===== config.mk =====
export PLATFORM = sky130hd
export DESIGN_NAME = mc_control
export DESIGN_NICKNAME = d
export VERILOG_FILES = /design/src/rtl/mc_control.sv
export SDC_FILE = /design/constraint.sdc
export NUM_CORES = 1
export LEC_CHECK = 0
export ABC_AREA = 1
export BUFFER_PORTS_ARGS = -buffer_cell sky130_fd_sc_hd__clkbuf_2
export CORE_MARGIN = 2
export CORE_UTILIZATION = 38
export CTS_CLUSTER_DIAMETER = 30
export CTS_CLUSTER_SIZE = 20
export DETAILED_ROUTE_END_ITERATION = 8
export GPL_TIMING_DRIVEN = 0
export PLACE_DENSITY_LB_ADDON = 0.1
export SYNTH_ARGS = -nofsm -noshare
export SYNTH_HDL_FRONTEND = slang
export SYNTH_SLANG_ARGS = --single-unit

===== constraint.sdc =====
create_clock -name clk -period 1.6 [get_ports clk]
set_input_delay 0.16 -clock clk [delete_from_list [all_inputs] [get_ports clk]]
set_output_delay 0.16 -clock clk [all_outputs]
set_load 0.02 [all_outputs]

===== src/rtl/mc_control.sv =====
// Multi-cycle FETCH/DECODE/EXE/MEM/WB control FSM for the MIPS-subset core.
// Define MC_INSTR_COUNT_EN to add the retired-instruction counter output InstrCnt.
module mc_control #(
    parameter logic [4:0] RA_REG = 5'd31
) (
    input  logic        clk,
    input  logic        reset,
    input  logic [31:0] Instr,
    input  logic        Zero,
    output logic        PCWr,
    output logic        IRWr,
    output logic        GRFWr,
    output logic        DMWr,
    output logic [3:0]  ALUOp,
    output logic [1:0]  ALUSrcB,
    output logic        ExtOp,
    output logic [1:0]  RegDst,
    output logic [1:0]  MemtoReg,
    output logic [1:0]  PCSrc,
    output logic [2:0]  State,
    output logic        Illegal
`ifdef MC_INSTR_COUNT_EN
    ,
    output logic [31:0] InstrCnt
`endif
);

    localparam logic [5:0] OP_RTYPE = 6'h00, OP_J = 6'h02, OP_JAL = 6'h03, OP_BEQ = 6'h04;
    localparam logic [5:0] OP_ORI = 6'h0D, OP_LUI = 6'h0F, OP_LW = 6'h23, OP_SW = 6'h2B;
    localparam logic [5:0] FN_JR = 6'h08, FN_ADDU = 6'h21, FN_SUBU = 6'h23;
    localparam logic [3:0] ALU_ADD = 4'b0000, ALU_SUB = 4'b0001, ALU_OR = 4'b0010, ALU_LUI = 4'b0011;

    typedef enum logic [2:0] {
        S_FETCH  = 3'd0,
        S_DECODE = 3'd1,
        S_EXE    = 3'd2,
        S_MEM    = 3'd3,
        S_WB     = 3'd4
    } state_t;

    state_t r_state, w_next;

    // RA_REG is consumed by the GRF write-address mux; RegDst=10 selects it.
    logic w_unused_ra;
    assign w_unused_ra = ^RA_REG;

    logic [5:0] w_op, w_fn;
    logic w_nop, w_addu, w_subu, w_jr, w_ori, w_lui, w_lw, w_sw, w_beq, w_j, w_jal, w_legal;

    assign w_op    = Instr[31:26];
    assign w_fn    = Instr[5:0];
    assign w_nop   = (Instr == 32'd0);
    assign w_addu  = (w_op == OP_RTYPE) && (w_fn == FN_ADDU);
    assign w_subu  = (w_op == OP_RTYPE) && (w_fn == FN_SUBU);
    assign w_jr    = (w_op == OP_RTYPE) && (w_fn == FN_JR);
    assign w_ori   = (w_op == OP_ORI);
    assign w_lui   = (w_op == OP_LUI);
    assign w_lw    = (w_op == OP_LW);
    assign w_sw    = (w_op == OP_SW);
    assign w_beq   = (w_op == OP_BEQ);
    assign w_j     = (w_op == OP_J);
    assign w_jal   = (w_op == OP_JAL);
    assign w_legal = w_nop | w_addu | w_subu | w_jr | w_ori | w_lui | w_lw | w_sw | w_beq | w_j | w_jal;

    always_ff @(posedge clk) begin
        if (reset) r_state <= S_FETCH;
        else       r_state <= w_next;
    end

    // Reset gates every output so no write can land in the reset cycle.
    always_comb begin
        w_next   = S_FETCH;
        PCWr     = 1'b0;
        IRWr     = 1'b0;
        GRFWr    = 1'b0;
        DMWr     = 1'b0;
        ALUOp    = ALU_ADD;
        ALUSrcB  = 2'b00;
        ExtOp    = 1'b0;
        RegDst   = 2'b00;
        MemtoReg = 2'b00;
        PCSrc    = 2'b00;
        Illegal  = 1'b0;
        State    = 3'd0;
        if (!reset) begin
            State = r_state;
            case (r_state)
                S_FETCH: begin
                    IRWr    = 1'b1;
                    PCWr    = 1'b1;
                    ALUSrcB = 2'b01;
                    w_next  = S_DECODE;
                end
                S_DECODE: begin
                    if (w_j) begin
                        PCWr  = 1'b1;
                        PCSrc = 2'b10;
                    end else if (w_jr) begin
                        PCWr  = 1'b1;
                        PCSrc = 2'b11;
                    end else if (w_jal) begin
                        PCWr     = 1'b1;
                        PCSrc    = 2'b10;
                        GRFWr    = 1'b1;
                        RegDst   = 2'b10;
                        MemtoReg = 2'b10;
                    end else if (!w_legal) begin
                        Illegal = 1'b1;
                    end else if (!w_nop) begin
                        w_next = S_EXE;
                    end
                end
                S_EXE: begin
                    w_next = S_WB;
                    if (w_addu || w_subu) begin
                        ALUOp = w_subu ? ALU_SUB : ALU_ADD;
                    end else if (w_ori) begin
                        ALUSrcB = 2'b10;
                        ALUOp   = ALU_OR;
                    end else if (w_lui) begin
                        ALUSrcB = 2'b10;
                        ALUOp   = ALU_LUI;
                    end else if (w_lw || w_sw) begin
                        ALUSrcB = 2'b10;
                        ExtOp   = 1'b1;
                        w_next  = S_MEM;
                    end else if (w_beq) begin
                        ALUOp  = ALU_SUB;
                        PCWr   = Zero;
                        PCSrc  = 2'b01;
                        w_next = S_FETCH;
                    end
                end
                S_MEM: begin
                    if (w_sw) DMWr = 1'b1;
                    else      w_next = S_WB;
                end
                S_WB: begin
                    GRFWr = 1'b1;
                    if (w_addu || w_subu) RegDst = 2'b01;
                    else if (w_lw)        MemtoReg = 2'b01;
                end
                default: w_next = S_FETCH;
            endcase
        end
    end

`ifdef MC_INSTR_COUNT_EN
    logic [31:0] r_instr_cnt;

    // One count per retired instruction: every edge that lands back in FETCH.
    always_ff @(posedge clk) begin
        if (reset)
            r_instr_cnt <= 32'd0;
        else if ((r_state != S_FETCH) && (w_next == S_FETCH))
            r_instr_cnt <= r_instr_cnt + 32'd1;
    end

    assign InstrCnt = r_instr_cnt;
`endif

endmodule


# Yosys cells after proc, flatten, opt, wreduce, memory -nomap -nowiden
# Cells that the tools add are included.
[classes]
eq_ne = 14
mux = 77
bitwise = 10
reduce_logical = 8
[ops]
columns = ["cell", "count"]
rows = [
  ["$mux 2", 23],
  ["$mux 1", 40],
  ["$logic_not 32->1", 1],
  ["$eq 6x6->1 const B", 4],
  ["$mux 3", 7],
  ["$eq 6x4->1 const B", 3],
  ["$pmux 2 s2", 4],
  ["$eq 6x2->1 const B", 2],
  ["$pmux 3 s4", 1],
  ["$or 1x1->1", 10],
  ["$eq 3x2->1 const B", 2],
  ["$eq 6x3->1 const B", 1],
  ["$logic_not 6->1", 1],
  ["$eq 3x1->1 const B", 1],
  ["$eq 3x3->1 const B", 1],
  ["$logic_and 1x1->1", 3],
  ["$logic_not 3->1", 1],
  ["$pmux 1 s3", 1],
  ["$logic_or 1x1->1", 2],
  ["$pmux 1 s2", 1],
]
[totals]
register_bits = 3
input_bits = 35
out_inout_bits = 21
word_cells = 110

# Logic depth before layout (Yosys ltp)
[logic_depth]
depth_word = 18
mapped_depth = 8
mapped_depth_nobuf = 8

# Worst setup path after synthesis
# Ideal clock, no wire load.
[synth_timing]
path_type = "register to output"
startpoint = "reg r_state[2]"
endpoint = "out MemtoReg[0]"
arrival_time_ps = 1403
required_time_ps = 1440
path_slack_ps = 37
path_stages_with_launch = 5
n_path_buf = 0
path_cell_list = "dfxtp_1 -> inv_1 -> nor2_1 -> nand2_1 -> nor3_1"
[synth_between]
elab_chain_len = 3
word_cells_on_any_way = 4
classes_between = "2 x eq/ne; 2 x mux"
[synth_rtl]
columns = ["element", "line_no", "source"]
rows = [
  ["start: declaration", "41", "state_t r_state, w_next;"],
  ["start signal: assignment", "67", "else r_state <= w_next;"],
  ["$eq 3x3->1 or $eq 3x1->1 (tied branches)", "87", "case (r_state)"],
  ["$pmux 2 s2 *", "87", ""],
  ["$mux 2 *", "85", "if (!reset) begin"],
  ["end: declaration", "18", "output logic [1:0] MemtoReg,"],
]
# Mark *: on every way between the ends. The rest lies on a longest branch, timed or not.

# Worst setup path after layout
[layout_timing]
startpoint = "reg r_state[1]"
endpoint = "out Illegal"
[layout_between]
elab_chain_len = 3
[layout_rtl]
columns = ["element", "line_no", "source"]
rows = [
  ["$eq 3x1->1", "87", ""],
  ["$mux 1", "87", ""],
  ["$mux 1", "85", ""],
  ["end: declaration", "21", "output logic Illegal"],
]
# Every way passes these cells.

==> metrics.txt <==
post-synthesis instance total 120; utilization of the core after routing 63.9%; cell area after synthesis 591 µm²; relative contribution of combinational cells to total power 40.4%; die span in y 43.4 µm; hold buffer count at CTS 0; worst hold path type in -> reg; number of buffer and inverter stages on the critical path 2; crit path setup slack, layout 0.0238 ns; number of placement rows 14; drt via density 4.94; antenna diode count 0; hold path start reset; portion of total power attributed to the clock network 38.2%; register containing the most flip-flops in the final layout r_state; number of distinct library cells after synthesis 18; count of input and output buffers 53; area share of fa/ha/maj cells after synthesis 0%; XOR/XNOR Fraction of Synth Area 0%; start point of the critical path r_state[1]; Max FO, Critical Path 4; Int Pwr 238 µW; beginning of the worst register-to-register path r_state[1]; Ys Warns 0; fraction of layout instances using a drive strength above 1 45.3%; routed wirelength normalized by instance count 9.33 µm; Slowest cell on crit path dfxtp_2; DPL Wire Length 1510 µm; antenna violations before repair 0; CTS Root Cell clkbuf_4; number of nets in the layout 215; H-Tree Depth 1; cell-by-cell listing of the critical path nor3_4, nand2_2, nor3_2, inv_1, nor2_2, buf_6; Maximum Capacitance Violations 0; Seq pwr share 21.4%; IR Drop Worst-Case VDD 228 µV; effective utilization at floorplan 39.7%; Worst EP required 1.44 ns; largest net degree at the start of global routing 11; PwrDens 393 nW/µm²; full die area 1890 µm²; total power 374 µW; Worst Path Arrival 1.42 ns; outcome finished clean; cell type group with the largest total delay on the critical path simple AND/OR/NAND/NOR gates; shortest period the worst path allows 1.58 ns; # DRC 0; hold slack final 0.338 ns; gpl congestion 0.787; growth of design area from synthesis to finish 61.2%; area inside the core boundary 1490 µm²; number of flip-flops under the largest register name 3; Die X 43.4 µm; largest family of logic cells by synthesized area simple AND/OR/NAND/NOR gates; first-pass GRT wire length 2850 µm; number of global-route vias before repair 772; maximum single-stage delay on the critical path 0.34 ns; Final Max Slew Viols 0; total wire length after detailed routing 1820 µm; NetSw 136 µW; final setup violation count 0; residual overflow from global routing 0; clock-pin transition on the worst setup and hold timing paths 0.04 ns; CTS buffer count 3; pre-CTS setup slack 0.138 ns; later-pin clock latency in the skew report 0.25 ns; top-level port count 56; Placement Cell Area 880 µm²; number of nets with antenna violations after detailed routing 0; First-pass DRT Iterations 4; maximum root-to-sink buffer count 2; clock sink total 3; multiplexer fraction of the synthesized cell area 0%; Leak 0.542 nW; flip-flop and latch count after synthesis 3; sequential element share of the synthesized area 10.2%; sort of element at the end of the critical path output port; post-route clock period utilization 98.5%; worst clock skew on the final layout 0.00887 ns; CTS tree done; fraction of the mapped netlist area in simple logic gates 68.4%; final hold vios 0; top flop regs r_state x3; number of vias in the routed layout 964; share of the synthesized area in compound gates (AO/OA/AOI/OAI) 4.66%; fill cell instance count of the final layout 152; RSZ-0062 raised after global routing yes; top achievable clock speed 0.634 GHz; synthesized area per cell 4.92 µm²; switching fraction of total power 36.4%; First DRT Iteration DRCs 30; type of element launching the critical path flop; Tot GR Track Use 19.6%; summed area of non-filler cells in the final layout 952 µm²; kind of critical path reg -> out
==> kinds of logic after synthesis <==
kind of cell | after synthesis
flops | 3
compound gates | 5
other cells | 1
buf+inv | 22
simple gates | 89
==> synth_stat cells <==
master,instances,area (µm²)
nand4_1,7,43.8
buf_2,1,5.00
nand3_2,1,10.0
nor3_2,1,10.0
nor2_1,39,146
inv_2,1,3.75
dfxtp_1,3,60.1
inv_1,17,63.8
nor2_2,6,37.5
nor3_1,6,30.0
nand3_1,12,60.1
nand2_1,16,60.1
o31ai_1,1,7.51
a21oi_1,2,10.0
conb_1,1,3.75
o21ai_0,2,10.0
or2_0,1,6.26
buf_4,3,22.5
==> power groups by stage <==
stage	combinational, mW	sequential [mW]	clock, mW
detailed placement	0.140	0.0803	0
CTS	0.146	0.0791	0.140
floorplan	0.0744	0.0801	0
global placement	0.137	0.0803	0
finish	0.151	0.0802	0.143
global route	0.168	0.0805	0.147
==> through the flow <==
step | TNS, ns | cells
floorplan | 0 | 121
detailed placement | 0 | 190
global route | -0.0889 | 195
CTS | -0.0310 | 195
global placement | 0 | 190
finish | 0 | 195
==> tightest hold or removal path, cell delays in order <==
cell and delay [ns]:
clkbuf_2 0.10, buf_2 0.21, a21oi_1 0.06
==> layer usage <==
metal	share of wire (%)	global-route usage (%)	vias up
met5	0	0	-
met3	11	1.25	5
met1	40	22.7	405
li1	-	-	496
met4	1.9	9.09	0
met2	47	36.4	58
==> final timing paths <==
path         slack [ns]         end  cells after the start
min                0.34  r_state[2]                      3
max                0.02     Illegal                      6
max reg2reg        0.49  r_state[1]                      5
min reg2reg        0.62  r_state[2]                      3
==> timing repair <==
action,in CTS,in global routing
endpoints found under the setup margin,2,9
buffers inserted,1,0
gates resized for setup,4,13
pin swaps,2,5
gates cloned,0,0
==> cell usage in the layout, fill, tap and decap left out <==
| cell type | netlist | final |
|---|---|---|
| buf_6 | 0 | 1 |
| o21ai_0 | 2 | 2 |
| nand2_1 | 16 | 15 |
| clkbuf_1 | 0 | 1 |
| nand3_2 | 1 | 2 |
| nor3_4 | 0 | 1 |
| nor3_1 | 6 | 4 |
| nor3_2 | 1 | 2 |
| conb_1 | 1 | 2 |
| nand2_2 | 0 | 1 |
| inv_2 | 1 | 3 |
| o31ai_1 | 1 | 1 |
| buf_4 | 3 | 4 |
| inv_1 | 17 | 15 |
| or2_0 | 1 | 1 |
| clkbuf_2 | 0 | 50 |
| a21oi_1 | 2 | 2 |
| nand4_1 | 7 | 7 |
| nand3_1 | 12 | 11 |
| buf_2 | 1 | 3 |
| nor2_1 | 39 | 37 |
| clkbuf_4 | 0 | 3 |
| dfxtp_2 | 0 | 3 |
| nor2_2 | 6 | 8 |
==> cell type report <==
class	instances	area (µm²)	share of cell area, %
Tap cell	16	20.0	2.10
Sequential cell	3	63.8	6.70
Clock buffer	4	26.3	2.76
Inverter	18	67.6	7.10
Buffer	4	27.5	2.89
Timing Repair Buffer	54	279	29.3
Multi-Input combinational cell	96	468	49.1
Power figures use the tool's default switching activity.
